### src/rtl/uart_pkg.sv
// uart_pkg: shared types and constants for the 16x-oversampled UART receiver.
//   uart_state_e  - receiver FSM states
//   OVERSAMPLE    - oversample ticks per bit
//   SMP_LO/MID/HI - sample-counter values at which the line is sampled
//   SC_LAST       - last sample-counter value of a bit (bit boundary follows)
//   DATA_BITS     - data bits per frame
//   majority3()   - 2-of-3 vote used for every bit decision
package uart_pkg;

    typedef enum logic [2:0] {
        StIdle,
        StStart,
        StData,
        StParity,
        StStop,
        StWaitHigh
    } uart_state_e;

    localparam int unsigned OVERSAMPLE = 16;
    localparam logic [3:0]  SMP_LO     = 4'd7;
    localparam logic [3:0]  SMP_MID    = 4'd8;
    localparam logic [3:0]  SMP_HI     = 4'd9;
    localparam logic [3:0]  SC_LAST    = 4'd15;
    localparam int unsigned DATA_BITS  = 8;

    function automatic logic majority3(input logic a, input logic b, input logic c);
        return (a & b) | (a & c) | (b & c);
    endfunction

endpackage

### src/rtl/uart_baud_tick.sv
// uart_baud_tick: free-running divider producing the 16x oversample tick.
// Parameters:
//   DIV      sysclk cycles per tick
// Ports:
//   sysclk   system clock
//   reset    asynchronous, active-low reset
//   restart  synchronous restart; counter is 0 on the following cycle
//   tick     one-cycle pulse while the counter sits at DIV-1
module uart_baud_tick #(
    parameter int unsigned DIV = 651
) (
    input  logic sysclk,
    input  logic reset,
    input  logic restart,
    output logic tick
);

    localparam int unsigned   CW      = (DIV > 1) ? $clog2(DIV) : 1;
    localparam logic [CW-1:0] CNT_MAX = CW'(DIV - 1);

    logic [CW-1:0] cnt_q, cnt_d;

    always_comb begin
        cnt_d = cnt_q + 1'b1;
        if (restart || (cnt_q == CNT_MAX)) begin
            cnt_d = '0;
        end
    end

    always_ff @(posedge sysclk or negedge reset) begin
        if (!reset) begin
            cnt_q <= '0;
        end else begin
            cnt_q <= cnt_d;
        end
    end

    assign tick = (cnt_q == CNT_MAX);

endmodule

### src/rtl/uart_receiver.sv
// uart_receiver: 16x-oversampled UART receiver, 8N1 by default.
// Optional: define UART_RX_PARITY_EN for 8E1 frames (even parity bit after the data).
// Parameters:
//   CLK_FREQ   sysclk frequency in Hz
//   BAUD       line rate in bit/s
// Ports:
//   sysclk     system clock
//   reset      asynchronous, active-low reset
//   UART_RX    asynchronous serial input, idle high
//   RX_DATA    last correctly received byte (held between frames)
//   RX_STATUS  one-cycle pulse when RX_DATA is updated
//   RX_ERR     one-cycle pulse on a framing or parity error
module uart_receiver #(
    parameter int unsigned CLK_FREQ = 100000000,
    parameter int unsigned BAUD     = 9600
) (
    input  logic       sysclk,
    input  logic       reset,
    input  logic       UART_RX,
    output logic [7:0] RX_DATA,
    output logic       RX_STATUS,
    output logic       RX_ERR
);

    import uart_pkg::*;

    localparam int unsigned DIV      = CLK_FREQ / (BAUD * OVERSAMPLE);
    localparam logic [3:0]  BITS_ALL = 4'(DATA_BITS);

    logic        rx_meta_q, rx_s_q, rx_prev_q;
    uart_state_e state_q, state_d;
    logic [3:0]  sc_q, sc_d, sc_next;
    logic [3:0]  bit_cnt_q, bit_cnt_d;
    logic        s7_q, s7_d, s8_q, s8_d;
    logic [7:0]  shreg_q, shreg_d;
    logic [7:0]  rx_data_q, rx_data_d;
    logic        status_q, status_d;
    logic        err_q, err_d;
    logic        tick, start_edge, decide, wrap, bit_val;
`ifdef UART_RX_PARITY_EN
    logic        par_err_q, par_err_d;
`endif

    // Counter is restarted on the start edge so tick n lands n*DIV cycles after it.
    assign start_edge = (state_q == StIdle) && rx_prev_q && !rx_s_q;

    uart_baud_tick #(
        .DIV (DIV)
    ) u_baud_tick (
        .sysclk  (sysclk),
        .reset   (reset),
        .restart (start_edge),
        .tick    (tick)
    );

    // Actions are keyed on the value sc takes after this tick.
    assign sc_next = sc_q + 4'd1;
    assign decide  = tick && (sc_next == SMP_HI);
    assign wrap    = tick && (sc_q == SC_LAST);
    assign bit_val = majority3(s7_q, s8_q, rx_s_q);

    always_comb begin
        state_d   = state_q;
        sc_d      = sc_q;
        bit_cnt_d = bit_cnt_q;
        s7_d      = s7_q;
        s8_d      = s8_q;
        shreg_d   = shreg_q;
        rx_data_d = rx_data_q;
        status_d  = 1'b0;
        err_d     = 1'b0;
`ifdef UART_RX_PARITY_EN
        par_err_d = par_err_q;
`endif

        if (tick && (state_q != StIdle) && (state_q != StWaitHigh)) begin
            sc_d = sc_next;
            if (sc_next == SMP_LO) begin
                s7_d = rx_s_q;
            end
            if (sc_next == SMP_MID) begin
                s8_d = rx_s_q;
            end
        end

        unique case (state_q)
            StIdle: begin
                if (start_edge) begin
                    state_d   = StStart;
                    sc_d      = '0;
                    bit_cnt_d = '0;
`ifdef UART_RX_PARITY_EN
                    par_err_d = 1'b0;
`endif
                end
            end
            StStart: begin
                // A high vote at mid-start is a glitch, not a frame.
                if (decide) begin
                    state_d = bit_val ? StIdle : StData;
                end
            end
            StData: begin
                if (decide) begin
                    shreg_d   = {bit_val, shreg_q[7:1]};
                    bit_cnt_d = bit_cnt_q + 4'd1;
                end
                // The first wrap seen here ends the start bit; bit_cnt is still 0 then.
                if (wrap && (bit_cnt_q == BITS_ALL)) begin
`ifdef UART_RX_PARITY_EN
                    state_d = StParity;
`else
                    state_d = StStop;
`endif
                end
            end
            StParity: begin
`ifdef UART_RX_PARITY_EN
                if (decide) begin
                    par_err_d = ^{shreg_q, bit_val};
                end
                if (wrap) begin
                    state_d = StStop;
                end
`else
                state_d = StIdle;
`endif
            end
            StStop: begin
                // Leave mid-stop so a start bit directly after the stop bit is caught.
                if (decide) begin
                    if (!bit_val) begin
                        err_d   = 1'b1;
                        state_d = StWaitHigh;
                    end else begin
                        state_d = StIdle;
`ifdef UART_RX_PARITY_EN
                        if (par_err_q) begin
                            err_d = 1'b1;
                        end else begin
                            rx_data_d = shreg_q;
                            status_d  = 1'b1;
                        end
`else
                        rx_data_d = shreg_q;
                        status_d  = 1'b1;
`endif
                    end
                end
            end
            StWaitHigh: begin
                // A stuck-low line must return high before a new start is accepted.
                if (rx_s_q) begin
                    state_d = StIdle;
                end
            end
            default: state_d = StIdle;
        endcase
    end

    always_ff @(posedge sysclk or negedge reset) begin
        if (!reset) begin
            rx_meta_q <= 1'b1;
            rx_s_q    <= 1'b1;
            rx_prev_q <= 1'b1;
            state_q   <= StIdle;
            sc_q      <= '0;
            bit_cnt_q <= '0;
            s7_q      <= 1'b0;
            s8_q      <= 1'b0;
            shreg_q   <= '0;
            rx_data_q <= '0;
            status_q  <= 1'b0;
            err_q     <= 1'b0;
`ifdef UART_RX_PARITY_EN
            par_err_q <= 1'b0;
`endif
        end else begin
            rx_meta_q <= UART_RX;
            rx_s_q    <= rx_meta_q;
            rx_prev_q <= rx_s_q;
            state_q   <= state_d;
            sc_q      <= sc_d;
            bit_cnt_q <= bit_cnt_d;
            s7_q      <= s7_d;
            s8_q      <= s8_d;
            shreg_q   <= shreg_d;
            rx_data_q <= rx_data_d;
            status_q  <= status_d;
            err_q     <= err_d;
`ifdef UART_RX_PARITY_EN
            par_err_q <= par_err_d;
`endif
        end
    end

    assign RX_DATA   = rx_data_q;
    assign RX_STATUS = status_q;
    assign RX_ERR    = err_q;

endmodule

### config.mk
export PLATFORM = sky130hd
export DESIGN_NAME = uart_receiver
export DESIGN_NICKNAME = d
export VERILOG_FILES = /design/src/rtl/uart_pkg.sv /design/src/rtl/uart_baud_tick.sv /design/src/rtl/uart_receiver.sv
export SDC_FILE = /design/constraint.sdc
export NUM_CORES = 1
export LEC_CHECK = 0
export CAP_MARGIN = 20
export CORE_MARGIN = 2
export CORE_UTILIZATION = 53
export CTS_CLUSTER_SIZE = 30
export DETAILED_ROUTE_END_ITERATION = 10
export GPL_TIMING_DRIVEN = 1
export HOLD_SLACK_MARGIN = 0.06
export PLACE_DENSITY = 0.75
export SETUP_SLACK_MARGIN = 0.05
export SLEW_MARGIN = 25
export SYNTH_ARGS = -nofsm -noshare
export SYNTH_HDL_FRONTEND = slang
export SYNTH_HIERARCHICAL = 1
export SYNTH_SLANG_ARGS = --single-unit
### constraint.sdc
create_clock -name sysclk -period 2.27 [get_ports sysclk]
set_clock_uncertainty 0.2 [all_clocks]
set_input_delay 0.454 -clock sysclk [delete_from_list [all_inputs] [get_ports sysclk]]
set_output_delay 0.454 -clock sysclk [all_outputs]
set_load 0.02 [all_outputs]
==> metrics.md, run 1 <==
| Metric | Value |
|---|---|
| Nets | 238 |
| Xor/xnor cell area share of the yosys netlist | 0.0285 |
| Via-per-instance ratio | 5.84 |
| Post-synthesis cell type count | 46 |
| Combinational family with the most area after synthesis | simple AND/OR/NAND/NOR gates |
| Gpl congestion | 0.844 |
| Non-Filler Instances | 278 |
| Origin of the worst setup path | u_baud_tick/cnt_q[0] |
| Adder-Cell Fraction of Synth Area | 0.0512 |
| GRT Util Overall | 0.228 |
| Die Footprint | 4580 um^2 |
| Yosys warns | 6 |
| Initial Util | 0.545 |
| Main synth FF type | dfrtp_1 |
| CP max stage cell | dfrtp_1 |
| Final hold violation count | 0 |
| H-tree depth | 2 |
| Simple-Gate Fraction of Synth Area | 0.143 |
| DRC Markers | 0 |
| # rows | 23 |
| Synth area leaders | dfrtp_1 48%, mux2_2 8.9%, ha_1 4.7% |
| WP data required | 2270 ps |
| Commonest cells in the netlist | 41 x dfrtp_1, 17 x mux2_2, 13 x nor2_1 |
| Vias | 1623 |
| Final Max Slew Viols | 0 |
| Post-route cell area | 2760 um^2 |
| Clock Latency Late Sink | 310 ps |
| Reg2Reg Capture Point | RX_DATA[7] |
| Routed WL | 4780 um |
| Post-Syn Nets | 195 |
| Chip width | 67.7 um |
| Detail Placement HPWL | 3270 um |
| First-pass GRT wire length | 7530 um |
| Post-synthesis mux area share | 0.112 |
| First drt pass iteration count | 4 |
| Rel. slew slack | 0.628 |
| Worst setup SP type | flip-flop |
| CTS tree | done |
| Register clock-pin slew on the reported worst setup and hold paths | 90 ps |
| Fmax | 416 MHz |
| Antenna-violating nets left | 0 |
| Worst-Margin Slew | 557 ps |
| R2R cell count | 10 |
| CP max FO | 9 |
| Port Buffers | 12 |
| Initial antenna violation count | 0 |
| Num Clock Sinks | 44 |
| Min setup slack post-route | -133 ps |
| Final setup vio count | 19 |
| Worst EP arrival | 2400 ps |
| Die Y | 67.7 um |
| Largest net degree at the start of global routing | 45 |
| Sequential share of the synthesized area | 0.514 |
| Crit path capture type | flip-flop |
| Status | complete, but fails checks |
| PwrDens | 750 nW/um^2 |
| Tcrit/Tclk final | 1.06 |
| Iter 0 DRT Violations | 91 |
| Cell total after placement | 264 |
| Diode count | 0 |
| LEAKAGE | 1.25 nW |
| Post-synth EDFFs | 0 |
| Failing checks | negative setup slack |
| Critical path endpoint | RX_DATA[7] |
| Pwr Total | 2.07 mW |
| Final global-route overflow total | 0 |
| Post-synth ARST share | 1.00 |
| Sum Neg Setup Slack | -1850 ps |
| Worst-path cell chain | inv_1 > ha_1 > nor4b_4 > and4_4 > buf_4 > nand4_1 > buf_4 > a21oi_4 > buf_12 > mux2_2 |
| RR Startpoint | u_baud_tick/cnt_q[0] |
| Yosys reg bits | 44 |
| CTS max path bufs | 2 |
| Synth Instances | 184 |
| Max cap viols | 0 |
| Hold crit path type | reg -> reg |
| Post-synthesis compound-gate area fraction | 0.123 |
| CTS root buffer | clkbuf_8 |
| Fraction of layout cells with a size suffix above 1 | 0.325 |
| Cell accounting for the most synthesized area | dfrtp_1 |
| Vias in the first global route | 1629 |
| Synthesized cell area | 2150 um^2 |
| Num CTS Buffers | 5 |
| Crit path kind | reg -> reg |
| R2R setup slack | -130 ps |
| Routed len/inst | 17.2 um |
| Top cell type's share of synthesized area | 0.477 |
| Top cell by count, worst path | buf_4 |
| Highest cell delay on the worst timing path | 390 ps |
| RSZ-0062 raised after global routing | yes |
| VDD IR max | 0.000538 V |
| P&R area growth vs syn | 28.4% |
| Top-Level Pins | 13 |
| Final min period | 2400 ps |
| Dpl cell area | 2510 um^2 |
| Syn_area_per_cell | 11.7 um^2 |
| Top-count cell post-synth | dfrtp_1 |
| Core area | 3940 um^2 |
-- placed cells by master, fill, tap and decap left out, types with 2 or more instances in the layout --
master,count
clkdlybuf4s50_1,11
buf_4,25
xor2_1,5
clkbuf_8,5
nor2_1,13
inv_1,9
ha_1,8
buf_12,2
nand2b_1,3
dfrtp_1,41
o211ai_1,6
xnor2_1,2
mux2_2,6
clkinv_4,2
or3_1,3
nand3b_1,2
a41o_1,2
nor3b_1,2
o31ai_1,2
nand2_1,8
dfstp_2,3
a21oi_4,2
o21ai_0,5
a21oi_1,6
nand4_1,3
mux2_4,11
mux2i_1,5
nand3_1,8
nor2b_1,2
-- per-layer routing --
| metal | share of wire | vias to the layer above | global-route usage |
|---|---|---|---|
| met1 | 0.41 | 836 | 0.271 |
| li1 | - | 747 | - |
| met3 | 0.034 | 13 | 0.0417 |
| met2 | 0.54 | 27 | 0.390 |
| met5 | 0 | - | 0 |
| met4 | 0.023 | 0 | 0.122 |
-- cells by family (layout without fill, tap and decap cells) --
kind of cell               after synthesis  count (layout)
and+or+nand+nor                         54              54
DFF                                     44              44
AOI/OAI and AO/OA                       35              35
muxes                                   22              22
buffers and inverters                   13              57
adders and majority gates                9               9
xor gates and xnor gates                 7               7
-- where the power goes --
group / leakage [nW] / internal, mW / switching (mW)
combinational: 0.599 / 0.247 / 0.281
sequential: 0.594 / 0.855 / 0.0730
clock: 0.0583 / 0.331 / 0.284
-- worst min-delay path by stage --
stage	endpoint	from	cells after the start	slack, ps
after floorplan	RX_DATA[0]	reset	0	-40
after global placement	rx_s_q	rx_meta_q	0	160
after detailed placement	rx_s_q	rx_meta_q	0	160
after CTS	rx_s_q	rx_meta_q	0	170
after global routing	rx_s_q	rx_meta_q	0	170
final	rx_s_q	rx_meta_q	0	160
-- cell type report --
type	count	area [um^2]
fillers	273	1180
flip-flops and latches	44	1100
well taps	50	62.6
inverters	9	33.8
clock buffers	5	68.8
clock inverters	3	47.5
repair buffers	40	353
multi-input cells	127	1090
-- through the flow --
step / setup WS, ps / hold slack, ps / utilization
finish: -133 / 165 / 0.700
global route: -309 / 172 / 0.700
CTS: -134 / 168 / 0.689
detailed placement: -154 / 156 / 0.637
global placement: -71.3 / 156 / 0.637
floorplan: -106 / -41.6 / -
-- worst max-delay path: cells and delay by family (launching register included) --
| kind | cells | cell delay, ps |
|---|---|---|
| and+or+nand+nor | 3 | 560 |
| DFF | 1 | 390 |
| adders and majority gates | 1 | 140 |
| muxes | 1 | 340 |
| AOI/OAI and AO/OA | 1 | 170 |
| buffers and inverters | 4 | 510 |
-- sequential cells by signal, summed over array words and instances, names as in the netlist, 3 cells and up --
signal             count
sc_q                   4
bit_cnt_q              4
u_baud_tick/cnt_q     10
state_q                3
RX_DATA                8
shreg_q                8
-- repair_timing --
| item | in CTS | in global routing |
|---|---|---|
| pin swaps | 2 | 1 |
| resized for setup | 8 | 9 |
| setup buffers | 4 | 1 |
| setup endpoints to repair | 21 | 27 |
| endpoints found under the hold margin | 41 | 0 |
| hold buffers | 1 | 0 |
| gates cloned | 0 | 0 |
Power figures use the tool's default switching activity.
==> run 2: changes to the inputs <==
SETUP_SLACK_MARGIN = 0.2   (was 0.05)
==> run 2 against run 1 <==
Against the previous run: largest power group unchanged; sequential share of layout area is 0.73 points lower; critical path type unchanged; via count decreased by 1.5%; non-clock buffer count did not move; the flow still finishes with violations (negative setup slack); clock power about the same.
==> metrics.md, run 2 (same netlist as run 1, synthesis figures left out) <==
| Metric | Value |
|---|---|
| Routed len/inst | 16.7 um (was 17.2 um) |
| Crit path capture type | flip-flop (unchanged) |
| Failing checks | negative setup slack (unchanged) |
| PwrDens | 729 nW/um^2 (was 750 nW/um^2) |
| Via-per-instance ratio | 5.73 (was 5.84) |
| VDD IR max | 0.000438 V (was 0.000538 V) |
| Worst setup SP type | flip-flop (unchanged) |
| Final min period | 2370 ps (was 2400 ps) |
| Clock Latency Late Sink | 310 ps (about the same) |
| WP data required | 2270 ps (about the same) |
| CTS max path bufs | 2 (unchanged) |
| Die Footprint | 4580 um^2 (unchanged) |
| Final setup vio count | 19 (unchanged) |
| Tcrit/Tclk final | 1.04 (was 1.06) |
| Fmax | 422 MHz (was 416 MHz) |
| P&R area growth vs syn | 30.8% (was 28.4%) |
| Largest net degree at the start of global routing | 45 (unchanged) |
| Max cap viols | 0 (unchanged) |
| Cell count of the worst hold path | 0 (unchanged) |
| Chip width | 67.7 um (unchanged) |
| Min setup slack post-route | -97.1 ps (was -133 ps) |
| RSZ-0062 raised after global routing | yes (unchanged) |
| Vias | 1599 (was 1623) |
| Diode count | 0 (unchanged) |
| Antenna-violating nets left | 0 (unchanged) |
| Detail Placement HPWL | 2970 um (was 3270 um) |
| Hold path start | rx_meta_q (unchanged) |
| R2R cell count | 9 (was 10) |
| CP max FO | 9 (unchanged) |
| Non-Filler Instances | 279 (was 278) |
| First drt pass iteration count | 4 (unchanged) |
| Fraction of layout cells with a size suffix above 1 | 0.345 (was 0.325) |
| Gpl congestion | 0.884 (was 0.844) |
| LEAKAGE | 1.26 nW (was 1.25 nW) |
| Num Clock Sinks | 44 (unchanged) |
| Fillcell total | 271 (was 273) |
| Final hold slack | 160 ps (was 165 ps) |
| Final Max Slew Viols | 0 (unchanged) |
| Final hold violation count | 0 (unchanged) |
| Commonest non-fill, non-tap cell in the layout | dfrtp_1 (unchanged) |
| Biggest register | u_baud_tick/cnt_q (unchanged) |
| GRT Util Overall | 0.234 (was 0.228) |
| Worst-Margin Slew | 562 ps (was 557 ps) |
| Final global-route overflow total | 0 (unchanged) |
| Port Buffers | 12 (unchanged) |
| CTS root buffer | clkbuf_8 (unchanged) |
| DRC Markers | 0 (unchanged) |
| Nets | 239 (was 238) |
| Core area | 3940 um^2 (unchanged) |
| Iter 0 DRT Violations | 132 (was 91) |
| Crit path kind | reg -> reg (unchanged) |
| Top-Level Pins | 13 (unchanged) |
| Post-route cell area | 2810 um^2 (was 2760 um^2) |
| Setup WS pre-CTS | -169 ps (was -154 ps) |
| Worst Hold Path EP | rx_s_q (unchanged) |
| Worst EP arrival | 2360 ps (was 2400 ps) |
| # rows | 23 (unchanged) |
| Most frequent cells in the layout | 41 x dfrtp_1, 24 x buf_4, 13 x nor2_1 (was 41 x dfrtp_1, 25 x buf_4, 13 x nor2_1) |
| Reg2Reg Capture Point | RX_DATA[7] (unchanged) |
| Hold crit path type | reg -> reg (unchanged) |
| Num CTS Buffers | 5 (unchanged) |
| Dpl cell area | 2510 um^2 (unchanged) |
| R2R setup slack | -100 ps (was -130 ps) |
| Initial Util | 0.545 (unchanged) |
| Initial antenna violation count | 0 (unchanged) |
| Max reg flops | 10 (unchanged) |
| Origin of the worst setup path | u_baud_tick/cnt_q[0] (unchanged) |
| RR Startpoint | u_baud_tick/cnt_q[0] (unchanged) |
| Cell total after placement | 264 (unchanged) |
| CTS tree | done (unchanged) |
| First-pass GRT wire length | 7770 um (was 7530 um) |
| Status | complete, but fails checks (unchanged) |
| Routed WL | 4650 um (was 4780 um) |
| Die Y | 67.7 um (unchanged) |
| H-tree depth | 2 (unchanged) |
| Rel. slew slack | 0.625 (was 0.628) |
| Register clock-pin slew on the reported worst setup and hold paths | 90 ps (about the same) |
| Vias in the first global route | 1599 (was 1629) |
[run 2: worst max-delay path by stage]
stage,depth (start not counted),to
finish,9,RX_DATA[7]
global route,9,RX_DATA[7]
CTS,9,RX_DATA[7]
detailed placement,8,shreg_q[0]
global placement,6,shreg_q[0]
floorplan,8,shreg_q[0]
[run 2: critical path: stages, from the launching register on]
cell,delay [ps]
dfrtp_1,380
inv_1,60
ha_1,140
nor4b_4,200
and4_4,260
nand4_1,140
a21o_4,250
a21oi_4,150
buf_12,160
mux2_2,330
[run 2: cell type report]
class	count	area, um^2	area share
Multi-Input combinational cell	128	1140	0.405
Sequential cell	44	1100	0.393
Timing Repair Buffer	40	357	0.127
Clock buffer	5	68.8	0.0245
Tap cell	50	62.6	0.0223
Clock inverter	3	47.5	0.0169
Inverter	9	33.8	0.0120
[run 2: layer usage]
layer  up-vias  global-route usage  wire [um]
met5         -                   0          0
met4         0              0.0842         77
met3        10              0.0633        176
met2        38               0.380       2360
met1       800               0.300       2030
li1        751                   -          -
[run 2: power breakdown]
group | internal (mW) | leakage (nW) | switching [mW]
sequential | 0.855 | 0.594 | 0.0723
combinational | 0.231 | 0.610 | 0.275
clock | 0.331 | 0.0583 | 0.285
total | 1.42 | 1.26 | 0.633
[run 2: per-stage QoR]
step	utilization	total power [mW]	setup TNS, ps
floorplan	-	1.23	-1480
CTS	0.699	2.04	-1250
global route	0.713	2.17	-4560
global placement	0.637	1.37	-956
detailed placement	0.637	1.39	-2230
finish	0.713	2.05	-1270
[run 2: repair_timing]
item / 4_1_cts / 5_1_grt
endpoints found under the hold margin: 41 / 0
resized for setup: 22 / 4
hold buffers: 1 / 0
gates cloned: 1 / 0
setup buffers: 2 / 3
pin swaps: 3 / 6
endpoints found under the setup margin: 24 / 27
==> run 3: changes to the inputs <==
PLACE_DENSITY = 0.83   (was 0.75)
==> run 3 against run 2 <==
Against the previous run: global-route usage rose by 0.38 points; first-iteration DRC count grew 40%; largest power group unchanged; wire length is 22% higher; clock power increased by 2%; the flow still finishes with violations (negative setup slack); sequential power grew 1%; largest cell class unchanged; combinational power rose by 15%; critical path type unchanged; count of clock-buffer cells in the layout unchanged.
==> metrics.md, run 3 (same netlist as run 1, synthesis figures left out) <==
| Metric | Value |
|---|---|
| Status | complete, but fails checks (unchanged) |
| Failing checks | negative setup slack (unchanged) |
| Gpl congestion | 0.852 (was 0.884) |
| Final min period | 2510 ps (was 2370 ps) |
| Num CTS Buffers | 5 (unchanged) |
| Initial Util | 0.545 (unchanged) |
| Fillcell total | 236 (was 271) |
| Global route hottest layer | met2 (unchanged) |
| Crit path capture type | flip-flop (unchanged) |
| R2R cell count | 9 (unchanged) |
| First-pass GRT wire length | 7890 um (was 7770 um) |
| Nets | 245 (was 239) |
| Most frequent cells in the layout | 41 x dfrtp_1, 25 x buf_4, 14 x mux2_4 (was 41 x dfrtp_1, 24 x buf_4, 13 x nor2_1) |
| LEAKAGE | 1.29 nW (was 1.26 nW) |
| Cell count of the worst hold path | 0 (unchanged) |
| CTS tree | done (unchanged) |
| Port Buffers | 12 (unchanged) |
| Global-route met2 utilization | 0.393 (was 0.380) |
| Core area | 3940 um^2 (unchanged) |
| Hold crit path type | reg -> reg (unchanged) |
| CTS root buffer | clkbuf_8 (unchanged) |
| Chip width | 67.7 um (unchanged) |
| Top-Level Pins | 13 (unchanged) |
| RR Startpoint | u_baud_tick/cnt_q[0] (unchanged) |
| Worst setup SP type | flip-flop (unchanged) |
| Routed len/inst | 20.0 um (was 16.7 um) |
| Crit path kind | reg -> reg (unchanged) |
| # rows | 23 (unchanged) |
| Final global-route overflow total | 0 (unchanged) |
| Min setup slack post-route | -244 ps (was -97.1 ps) |
| Vias in the first global route | 1631 (was 1599) |
| Diode count | 0 (unchanged) |
| Pwr Total | 2.15 mW (was 2.05 mW) |
| Dpl cell area | 2520 um^2 (was 2510 um^2) |
| H-tree depth | 2 (unchanged) |
| Max cap viols | 0 (unchanged) |
| Post-route cell area | 2900 um^2 (was 2810 um^2) |
| GRT Util Overall | 0.238 (was 0.234) |
| Final Max Slew Viols | 0 (unchanged) |
| Fraction of layout cells with a size suffix above 1 | 0.366 (was 0.345) |
| Worst-Margin Slew | 554 ps (was 562 ps) |
| Num Clock Sinks | 44 (unchanged) |
| Final setup vio count | 22 (was 19) |
| Die Footprint | 4580 um^2 (unchanged) |
| DRC Markers | 0 (unchanged) |
| Clock Latency Late Sink | 310 ps (about the same) |
| Sum Neg Setup Slack | -3480 ps (was -1270 ps) |
| First drt pass iteration count | 5 (was 4) |
| Antenna-violating nets left | 0 (unchanged) |
| Routed WL | 5690 um (was 4650 um) |
| Tcrit/Tclk final | 1.11 (was 1.04) |
| CTS max path bufs | 2 (unchanged) |
| Origin of the worst setup path | u_baud_tick/cnt_q[0] (unchanged) |
| RSZ-0062 raised after global routing | yes (unchanged) |
| Iter 0 DRT Violations | 185 (was 132) |
| Vias | 1705 (was 1599) |
| Worst Hold Path EP | rx_s_q (unchanged) |
| Die Y | 67.7 um (unchanged) |
| Final hold violation count | 0 (unchanged) |
| VDD IR max | 0.000574 V (was 0.000438 V) |
| Via-per-instance ratio | 5.98 (was 5.73) |
| Max reg flops | 10 (unchanged) |
| Rel. slew slack | 0.630 (was 0.625) |
| Fmax | 398 MHz (was 422 MHz) |
| Met1 Use GR | 0.296 (was 0.300) |
| Detail Placement HPWL | 2820 um (was 2970 um) |
| Register clock-pin slew on the reported worst setup and hold paths | 100 ps (was 90 ps) |
| CP max FO | 4 (was 9) |
| Worst EP arrival | 2510 ps (was 2360 ps) |
| WP data required | 2270 ps (about the same) |
| PwrDens | 741 nW/um^2 (was 729 nW/um^2) |
| Final Util | 0.736 (was 0.713) |
| Reg2Reg Capture Point | RX_DATA[3] (was RX_DATA[7]) |
| R2R setup slack | -240 ps (was -100 ps) |
| Biggest register | u_baud_tick/cnt_q (unchanged) |
| Met3 Use GR | 0.0500 (was 0.0633) |
| Hold path start | rx_meta_q (unchanged) |
| Initial antenna violation count | 0 (unchanged) |
| P&R area growth vs syn | 34.9% (was 30.8%) |
| Largest net degree at the start of global routing | 45 (unchanged) |
| Commonest non-fill, non-tap cell in the layout | dfrtp_1 (unchanged) |
## run 3: cell types whose count changed in the layout (fill, tap and decap cells not counted), moves of 2 or more
| cell | change |
|---|---|
| clkinv_4 | -2 |
| mux2_4 | +2 |
| mux2_2 | -2 |
| buf_6 | +5 |
## run 3: per-layer routing
| metal | up-vias | routed length, um |
|---|---|---|
| met3 | 22 | 217 |
| met2 | 50 | 2860 |
| li1 | 764 | - |
| met5 | - | 0 |
| met4 | 0 | 295 |
| met1 | 869 | 2320 |
## run 3: area by class of cell
class,count,area (um^2),share of cell area
multi-input combinational,128,1160,0.399
sequential,44,1100,0.381
timing repair buffer,46,425,0.147
clock buffer,5,68.8,0.0237
tap,50,62.6,0.0216
clock inverter,3,46.3,0.0160
inverter,9,33.8,0.0116
## run 3: critical path, stage by stage, from the launching register on
cell       delay, ps
dfrtp_1          400
inv_2             80
ha_4             110
nor4b_4          220
and4_4           290
nand4_1          140
a21o_4           250
a21oi_4          220
clkbuf_16        180
mux2_4           310
## run 3: timing repair
item                                   in CTS  in global routing
hold buffers                                1                  0
endpoints found under the hold margin      41                  0
resized for setup                          11                 22
pin swaps                                   2                 10
setup endpoints to repair                  25                 29
cloned                                      1                  1
buffers inserted                            3                  6
## run 3: how the worst max path moves through the flow
stage,endpoint,depth (start not counted)
after global routing,RX_DATA[3],9
after CTS,RX_DATA[7],9
after floorplan,shreg_q[0],8
after detailed placement,shreg_q[2],8
after global placement,shreg_q[4],8
final,RX_DATA[3],9
## run 3: per-stage QoR
step	setup WS, ps	std cells	hold slack, ps
final	-244	285	160
after detailed placement	-166	265	149
after floorplan	-104	184	-41.6
after global routing	-345	285	163
after CTS	-127	278	162
after global placement	-60.6	265	145
## run 3: power by group
group	internal, mW	switching (mW)
registers	0.855	0.0850
clock network	0.332	0.295
logic	0.269	0.313
total	1.46	0.694
